File: src/rtl/f6_fc_mac.sv
// F6 fully connected MAC: holds the C5 feature vector, accumulates one signed dot product per neuron.
// Optional F6_RELU_EN adds a registered ReLU stage (latency 3 instead of 2).
module f6_fc_mac #(
    parameter int WD  = 8,
    parameter int NW  = 120,
    parameter int NUM = 84,
    parameter int AW  = 24
) (
    input  logic          i_sclk,
    input  logic          i_rst,
    input  logic          i_x_en,
    input  logic [7:0]    i_x_addr,
    input  logic [WD-1:0] i_x_data,
    input  logic          i_w_en,
    input  logic [7:0]    i_w_num,
    input  logic [7:0]    i_w_addr,
    input  logic [WD-1:0] i_weight,
    output logic          o_x_ready,
    output logic          o_y_valid,
    output logic [7:0]    o_y_num,
    output logic [AW-1:0] o_y_data,
    output logic          o_layer_done,
    output logic          o_err
);
    localparam int XIW = (NW > 1) ? $clog2(NW) : 1;
    localparam logic [7:0] NW8       = 8'(NW);
    localparam logic [7:0] LAST_ADDR = 8'(NW - 1);
    localparam logic [7:0] NUM8      = 8'(NUM);

    typedef enum logic [1:0] {LOAD, RUN, DONE} state_t;

    state_t          state_reg, state_next;
    logic [7:0]      x_cnt_reg, x_cnt_next;
    logic [7:0]      exp_num_reg, exp_num_next;
    logic            err_reg, err_next;

    logic signed [WD-1:0] feat [NW];
    logic signed [WD-1:0] feat_rd;
    logic [XIW-1:0]       x_idx, w_idx;
    logic                 x_beat_load, w_beat_run, w_first, w_last;
    logic                 layer_done;

    logic                   s1_valid_reg, s1_first_reg, s1_last_reg, s1_done_reg;
    logic [7:0]             s1_num_reg;
    logic signed [2*WD-1:0] s1_prod_reg;
    logic                   s2_valid_reg, s2_done_reg;
    logic [7:0]             s2_num_reg;
    logic [AW-1:0]          acc_reg;
    logic [AW-1:0]          prod_ext;

    assign x_idx       = i_x_addr[XIW-1:0];
    assign w_idx       = i_w_addr[XIW-1:0];
    assign x_beat_load = i_x_en && (state_reg == LOAD);
    assign w_beat_run  = i_w_en && (state_reg == RUN);
    assign w_first     = (i_w_addr == 8'd0);
    assign w_last      = (i_w_addr == LAST_ADDR);
    // Out-of-range weight addresses multiply against zero rather than an undefined entry.
    assign feat_rd     = (i_w_addr < NW8) ? feat[w_idx] : '0;
    assign prod_ext    = {{(AW-2*WD){s1_prod_reg[2*WD-1]}}, s1_prod_reg};

    always_ff @(posedge i_sclk) begin
        if (x_beat_load && (i_x_addr < NW8)) begin
            feat[x_idx] <= i_x_data;
        end
    end

    always_ff @(posedge i_sclk or posedge i_rst) begin
        if (i_rst) begin
            state_reg   <= LOAD;
            x_cnt_reg   <= 8'd0;
            exp_num_reg <= 8'd1;
            err_reg     <= 1'b0;
        end else begin
            state_reg   <= state_next;
            x_cnt_reg   <= x_cnt_next;
            exp_num_reg <= exp_num_next;
            err_reg     <= err_next;
        end
    end

    always_comb begin
        state_next   = state_reg;
        x_cnt_next   = x_cnt_reg;
        exp_num_next = exp_num_reg;
        err_next     = err_reg;
        case (state_reg)
            LOAD: begin
                if (i_x_en) begin
                    if (x_cnt_reg == LAST_ADDR) begin
                        x_cnt_next = 8'd0;
                        state_next = RUN;
                    end else begin
                        x_cnt_next = x_cnt_reg + 8'd1;
                    end
                    if (i_x_addr >= NW8) err_next = 1'b1;
                end
                if (i_w_en) err_next = 1'b1;
            end
            RUN: begin
                if (i_x_en) err_next = 1'b1;
                if (i_w_en) begin
                    if (w_first && (i_w_num != exp_num_reg)) err_next = 1'b1;
                    if (w_last) begin
                        if (exp_num_reg == NUM8) begin
                            exp_num_next = 8'd1;
                            state_next   = DONE;
                        end else begin
                            exp_num_next = exp_num_reg + 8'd1;
                        end
                    end
                end
            end
            DONE: begin
                // Features may only be reloaded once the layer has drained.
                if (i_x_en || i_w_en) err_next = 1'b1;
                if (layer_done) state_next = LOAD;
            end
            default: state_next = LOAD;
        endcase
    end

    always_ff @(posedge i_sclk or posedge i_rst) begin
        if (i_rst) begin
            s1_valid_reg <= 1'b0;
            s1_first_reg <= 1'b0;
            s1_last_reg  <= 1'b0;
            s1_done_reg  <= 1'b0;
            s1_num_reg   <= 8'd0;
            s1_prod_reg  <= '0;
            s2_valid_reg <= 1'b0;
            s2_done_reg  <= 1'b0;
            s2_num_reg   <= 8'd0;
            acc_reg      <= '0;
        end else begin
            s1_valid_reg <= w_beat_run;
            if (w_beat_run) begin
                s1_prod_reg  <= feat_rd * $signed(i_weight);
                s1_first_reg <= w_first;
                s1_last_reg  <= w_last;
                s1_done_reg  <= w_last && (exp_num_reg == NUM8);
                s1_num_reg   <= i_w_num;
            end
            s2_valid_reg <= s1_valid_reg && s1_last_reg;
            s2_done_reg  <= s1_valid_reg && s1_last_reg && s1_done_reg;
            if (s1_valid_reg) begin
                acc_reg    <= s1_first_reg ? prod_ext : acc_reg + prod_ext;
                s2_num_reg <= s1_num_reg;
            end
        end
    end

`ifdef F6_RELU_EN
    logic          y_valid_reg, y_done_reg;
    logic [7:0]    y_num_reg;
    logic [AW-1:0] y_data_reg;

    always_ff @(posedge i_sclk or posedge i_rst) begin
        if (i_rst) begin
            y_valid_reg <= 1'b0;
            y_done_reg  <= 1'b0;
            y_num_reg   <= 8'd0;
            y_data_reg  <= '0;
        end else begin
            y_valid_reg <= s2_valid_reg;
            y_done_reg  <= s2_done_reg;
            if (s2_valid_reg) begin
                y_num_reg  <= s2_num_reg;
                y_data_reg <= acc_reg[AW-1] ? '0 : acc_reg;
            end
        end
    end

    assign o_y_valid    = y_valid_reg;
    assign o_y_num      = y_num_reg;
    assign o_y_data     = y_data_reg;
    assign layer_done   = y_done_reg;
`else
    assign o_y_valid    = s2_valid_reg;
    assign o_y_num      = s2_num_reg;
    assign o_y_data     = acc_reg;
    assign layer_done   = s2_done_reg;
`endif

    assign o_layer_done = layer_done;
    assign o_x_ready    = (state_reg == LOAD);
    assign o_err        = err_reg;
endmodule

File: config.mk
export PLATFORM = sky130hd
export DESIGN_NAME = f6_fc_mac
export DESIGN_NICKNAME = d
export VERILOG_FILES = /design/src/rtl/f6_fc_mac.sv
export SDC_FILE = /design/constraint.sdc
export NUM_CORES = 1
export LEC_CHECK = 0
export ABC_AREA = 1
export CORE_MARGIN = 4
export CORE_UTILIZATION = 28
export DETAILED_ROUTE_END_ITERATION = 10
export MAX_ROUTING_LAYER = met4
export PLACE_DENSITY_LB_ADDON = 0.12
export REMOVE_ABC_BUFFERS = 1
export SYNTH_ARGS = -nofsm -noshare
export SYNTH_HDL_FRONTEND = slang
export SYNTH_SLANG_ARGS = --single-unit
File: constraint.sdc
create_clock -name i_sclk -period 6.39 [get_ports i_sclk]
set_input_delay 0.9585 -clock i_sclk [delete_from_list [all_inputs] [get_ports i_sclk]]
set_output_delay 0.9585 -clock i_sclk [all_outputs]
set_load 0.05 [all_outputs]
==> results of run 1 <==
[stage by stage]
| step | setup WS, ns | std cells | TNS [ns] | cell area, µm² |
|---|---|---|---|---|
| finish | 0.441 | 7153 | 0 | 56900 |
| floorplan | -1.11 | 4259 | -8.05 | 46000 |
| CTS | 0.483 | 7153 | 0 | 56900 |
| global route | 0.00290 | 7153 | 0 | 56900 |
| detailed placement | -0.337 | 6938 | -1.83 | 53400 |
| global placement | -0.382 | 6938 | -1.99 | 53400 |
[cell type report]
class                           count  area, µm²  area share [%]
Sequential cell                  1041      30900            54.2
Multi-Input combinational cell   2904      14000            24.6
Timing Repair Buffer              475       4530            7.96
Clock buffer                      146       3060            5.37
Tap cell                         2204       2760            4.85
Inverter                          314       1200            2.11
Clock inverter                     69        472           0.829
[final timing paths]
check	start	end	cells past startpoint
hold / removal	o_err$_DFFE_PP0P_	o_err$_DFFE_PP0P_	1
hold reg to reg	o_err$_DFFE_PP0P_	o_err$_DFFE_PP0P_	1
min in group asynchronous	i_rst	exp_num_reg[7]$_DFFE_PP0P_	2
setup / recovery	i_w_addr[0]	s1_prod_reg[14]$_DFFE_PP0P_	30
setup reg to reg	feat[108][1]$_DFFE_PP_	s1_prod_reg[14]$_DFFE_PP0P_	27
max in group asynchronous	i_rst	o_y_data[19]$_DFFE_PP0P_	3
[layer usage]
metal / share of wire (%) / global-route usage, % / vias up
met2: 47 / 28.8 / 605
met5: 0 / - / -
met4: 2.3 / 4.07 / 0
met3: 4.2 / 2.87 / 194
li1: - / - / 15961
met1: 46 / 23.8 / 16300
[cell families (layout without fill, tap and decap cells)]
| logic type | after synthesis | in the layout | share of synthesized area, % |
|---|---|---|---|
| simple gates | 2180 | 2180 | 18.7 |
| flops | 1041 | 1041 | 65.5 |
| xor+xnor | 30 | 30 | 0.557 |
| compound gates | 583 | 583 | 6.60 |
| buf+inv | 538 | 1004 | 4.87 |
| fa+ha+maj | 111 | 111 | 3.84 |
[where the power goes]
group | switching (W) | internal (W)
logic | 0.00199 | 0.00119
clock network | 0.00284 | 0.00350
registers | 0.000137 | 0.00760
[placed cells by master, fill, tap and decap left out, types with 24 or more instances in the layout]
master	instances
a21oi_1	93
buf_12	63
buf_4	341
clkbuf_1	26
clkbuf_16	116
clkdlybuf4s50_1	67
clkinv_1	36
dfrtp_1	80
edfxtp_1	960
fa_1	56
ha_1	55
inv_1	308
nand2_1	921
nand3_1	300
nand4_1	31
nor2_1	864
o211ai_1	52
o21ai_0	407
xor2_1	24
==> flow_summary.yaml, run 1 <==
flow_run:
  drv_cap: 0
clock_tree:
  ctsResizeCount: 0
  cts.clk_slew.worst_paths_ns: 0.06
  clock_sinks: 1041
  clk_path_buf_depth: 3
  post_cts_buffers: 0
  cts_tree: "built"
  clkLatencyLatePin_ns: 0.76
  root_buffer: "clkbuf_16"
  cts_max_level: 3
  cts_buffers: 115
  hold_buffers: 0
cells_and_area:
  fillers: 17032
  area_delta_synth_final_pct: 20.7
  largest_reg_flops: 960
  nNetsFinal: 5006
  final_core_util_pct: 34.0
  drive_gt1_share_pct: 12.2
  diodes: 0
floorplan:
  core-area_um2: 167000
  die_y_um: 418
  die_w_um: 418
  start_util_pct: 28.2
  row_count: 150
  die_area_um2: 175000
  ios: 80
critical_path:
  worstPathArrival_ns: 6.57
  r2r_slack_ns: 0.89
  path_max_fanout: 21
  critPathRequiredTime_ns: 7.01
  critPathCaptureType: "flip-flop"
  slowest_delay_ns: 0.51
  cp_top_family: "adder cells"
  path_class: "input port to flip-flop"
  slowest_stage: "fa_1"
  cp_num_buf_inv: 8
  start_kind: "input port"
  critPathMostFrequentCell: "nor2_1"
sta:
  final_hold_viol_count: 0
  min_period_over_period_pct: 93.1
  whs_ns: 0.453
  tightest_slew_ns: 1.13
  slew_viol_final: 0
  setup_viol: 0
  slew_headroom_pct: 24.6
  period_needed_ns: 5.95
  fmaxAchievable_mhz: 168
  rsz0062_at_grt: "false"
  finClkSkew_ns: 0.0279
logic_synthesis:
  yosysSeqAreaShare_pct: 65.5
  synth_largest_area_cell: "edfxtp_1"
  ys_async_sr_fraction_pct: 7.78
  netlist_area_um2: 47100
  syn-instance-count: 4483
  yosys-top-cells-area: "edfxtp_1 61%, nand2_1 7.3%, nor2_1 6.9%"
  avgSynthCellArea_um2: 10.5
  synth_edf_count: 960
  ys_seq_elements: 1041
  ys_warn_count: 0
  synth.distinct_cells: 46
  ys.flop_type: "edfxtp_1"
  synth_top_area_share_pct: 61.1
  yosys-top-cells-count: "960 x edfxtp_1, 921 x nand2_1, 866 x nor2_1"
  yosysMostFrequentCell: "edfxtp_1"
detailed_routing:
  drc: 0
  wl_um: 153000
  wl_per_cell_um: 21.4
  initialDrtViolationCount: 2628
  ant_nets: 0
  vias: 33060
  firstDrtPassIters: 7
  viasPerCell: 4.62
power:
  p_leak_nw: 21.8
  power_density_nw_per_um2: 303
  total_power_w: 0.0173
  peakVddDrop_uv: 207
grt:
  gr-total-overflow: 0
  grt_pass1_wl_um: 226000
  grt_pass1_vias: 33434
  antenna_found_initial: 2
  grtUsageTotal_pct: 17.8
  grt_max_degree: 121
placement:
  dp_hpwl_um: 102000
  placement.io_buffers: 79
  finalWeightedCongestion: 0.825
status:
  run_status: "complete, no violations"
worst_hold_path:
  hold_path_class: "flip-flop to flip-flop"
Note: power is estimated with default switching activity, not from simulation.
==> run 2, diff against run 1 <==
Settings changed: CAP_MARGIN set to 5.
==> results of run 2 <==
No change in the layout: final DEF, timing and power equal those of run 1.
==> run 3, diff against run 2 <==
==> constraint.sdc (replaced) <==
create_clock -name i_sclk -period 6.39 [get_ports i_sclk]
set_input_delay 0.639 -clock i_sclk [delete_from_list [all_inputs] [get_ports i_sclk]]
set_output_delay 0.639 -clock i_sclk [all_outputs]
set_load 0.05 [all_outputs]
==> run 3 against run 2 <==
Against the previous run: register-to-register slack worse by 0.07 ns; count of clock-buffer cells in the layout rose by 7; die area unchanged; critical path depth shrank 1; critical path type unchanged; critical endpoint unchanged.
==> flow_summary.yaml, run 3 (synthesis gave the netlist of run 1 again) <==
grt:
  grtUsageTotal_pct: 17.9
  grt_pass1_wl_um: 227000
  grt_pass1_vias: 33077
  antenna_found_initial: 3
  grt_max_degree: 70
  gr-total-overflow: 0
power:
  peakVddDrop_uv: 228
  clkPwrFrac_pct: 37.4
  p_int_w: 0.0124
  power_density_nw_per_um2: 308
  pwr-share-comb_pct: 18.1
  p_leak_nw: 21.5
  swShare_pct: 28.6
  p_sw_w: 0.00496
  total_power_w: 0.0174
  seqPwrFrac_pct: 44.5
sta:
  rsz0062_at_grt: "false"
  min_period_over_period_pct: 90.4
  slew_headroom_pct: 28.8
  tightest_slew_ns: 1.07
  finClkSkew_ns: 0.0495
  final_hold_viol_count: 0
  fmaxAchievable_mhz: 173
  setup_viol: 0
  whs_ns: 0.203
  period_needed_ns: 5.77
  slew_viol_final: 0
clock_tree:
  post_cts_buffers: 0
  cts_max_level: 3
  hold_buffers: 0
  clkLatencyLatePin_ns: 0.75
  cts.clk_slew.worst_paths_ns: 0.06
  clk_path_buf_depth: 3
  clock_sinks: 1041
  root_buffer: "clkbuf_16"
  cts_tree: "built"
  cts_buffers: 118
  ctsResizeCount: 0
cells_and_area:
  layout_commonest_cell: "edfxtp_1"
  fillers: 16979
  multi_input_area_um2: 14000
  fin_cells: 7087
  area_delta_synth_final_pct: 19.5
  ff_latch_area_um2: 30900
  nNetsFinal: 4940
  final_cell_mix: "960 x edfxtp_1, 921 x nand2_1, 864 x nor2_1"
  drive_gt1_share_pct: 11.1
  final_core_util_pct: 33.7
  largest_reg_flops: 960
critical_path:
  slowest_delay_ns: 0.53
  critPathCaptureType: "flip-flop"
  worstPathArrival_ns: 6.35
  path_max_fanout: 21
  slowest_stage: "fa_1"
  start_kind: "input port"
  path_class: "input port to flip-flop"
  critPathRequiredTime_ns: 6.97
detailed_routing:
  drc: 0
  initialDrtViolationCount: 2675
  wl_um: 153000
  wl_per_cell_um: 21.7
  viasPerCell: 4.65
  ant_nets: 0
  firstDrtPassIters: 5
  vias: 32926
status:
  run_status: "complete, no violations"
flow_run:
  drv_cap: 0
worst_hold_path:
  hold_path_class: "input port to async pin"
placement:
  placement.io_buffers: 79
  dp_hpwl_um: 101000
  place_inst: 6869
  finalWeightedCongestion: 0.817
floorplan:
  row_count: 150
  die_y_um: 418
  core-area_um2: 167000
  ios: 80
  start_util_pct: 28.2
  die_area_um2: 175000
  die_w_um: 418
-- run 3: changes by cell type in the layout (fill, tap and decap cells not counted), moves of 2 or more --
cell,change
clkbuf_16,+3
clkbuf_8,-4
clkinv_2,+9
buf_12,-10
clkbuf_1,+8
inv_16,-2
clkinv_1,-14
bufinv_16,+3
buf_4,-59
-- run 3: power by group through the flow --
stage | Sequential (W) | Clock, W | Combinational (W)
after floorplan | 0.00806 | 0 | 0.00157
after detailed placement | 0.00787 | 0 | 0.00318
final | 0.00773 | 0.00648 | 0.00314
after CTS | 0.00773 | 0.00667 | 0.00319
after global placement | 0.00787 | 0 | 0.00318
after global routing | 0.00775 | 0.00695 | 0.00354
-- run 3: critical path, delay by kind of cell --
| kind | cells | cell delay, ns |
|---|---|---|
| buf+inv | 8 | 0.94 |
| fa+ha+maj | 5 | 2.28 |
| simple gates | 10 | 1.43 |
| compound gates | 6 | 0.99 |
-- run 3: through the flow --
stage	area, µm²	setup WS (ns)	TNS [ns]
after floorplan	46000	-0.787	-4.87
after global placement	52700	-0.194	-0.868
after detailed placement	52700	-0.201	-0.721
after CTS	56300	0.571	0
after global routing	56300	0.205	0
final	56300	0.616	0
-- run 3: area by class of cell --
class | count | share of cell area (%)
sequential | 1041 | 54.8
multi-input combinational | 2904 | 24.9
timing repair buffer | 406 | 6.90
clock buffer | 153 | 5.51
tap | 2204 | 4.89
inverter | 314 | 2.13
clock inverter | 64 | 0.908
antenna | 1 | 0.00444
-- run 3: path summary, 6_finish.rpt --
path                                       start                           to  slack, ns  cells after the start
max in group asynchronous                  i_rst     o_y_data[20]$_DFFE_PP0P_       5.00                      3
min in group i_sclk                  i_x_data[6]        feat[52][6]$_DFFE_PP_       0.34                      1
min                                        i_rst     x_cnt_reg[3]$_DFFE_PP0P_       0.20                      2
max                                  i_w_addr[1]  s1_prod_reg[14]$_DFFE_PP0P_       0.62                     29
max reg2reg                feat[14][4]$_DFFE_PP_  s1_prod_reg[14]$_DFFE_PP0P_       0.82                     26
min reg2reg                    o_err$_DFFE_PP0P_            o_err$_DFFE_PP0P_       0.46                      1
-- run 3: metal layers --
metal	vias to the layer above	GRT usage [%]	wire length (µm)
met5	-	-	0
met4	0	4.50	3970
met3	204	2.73	6710
met2	688	28.3	71200
met1	16218	24.3	71600
li1	15816	-	-
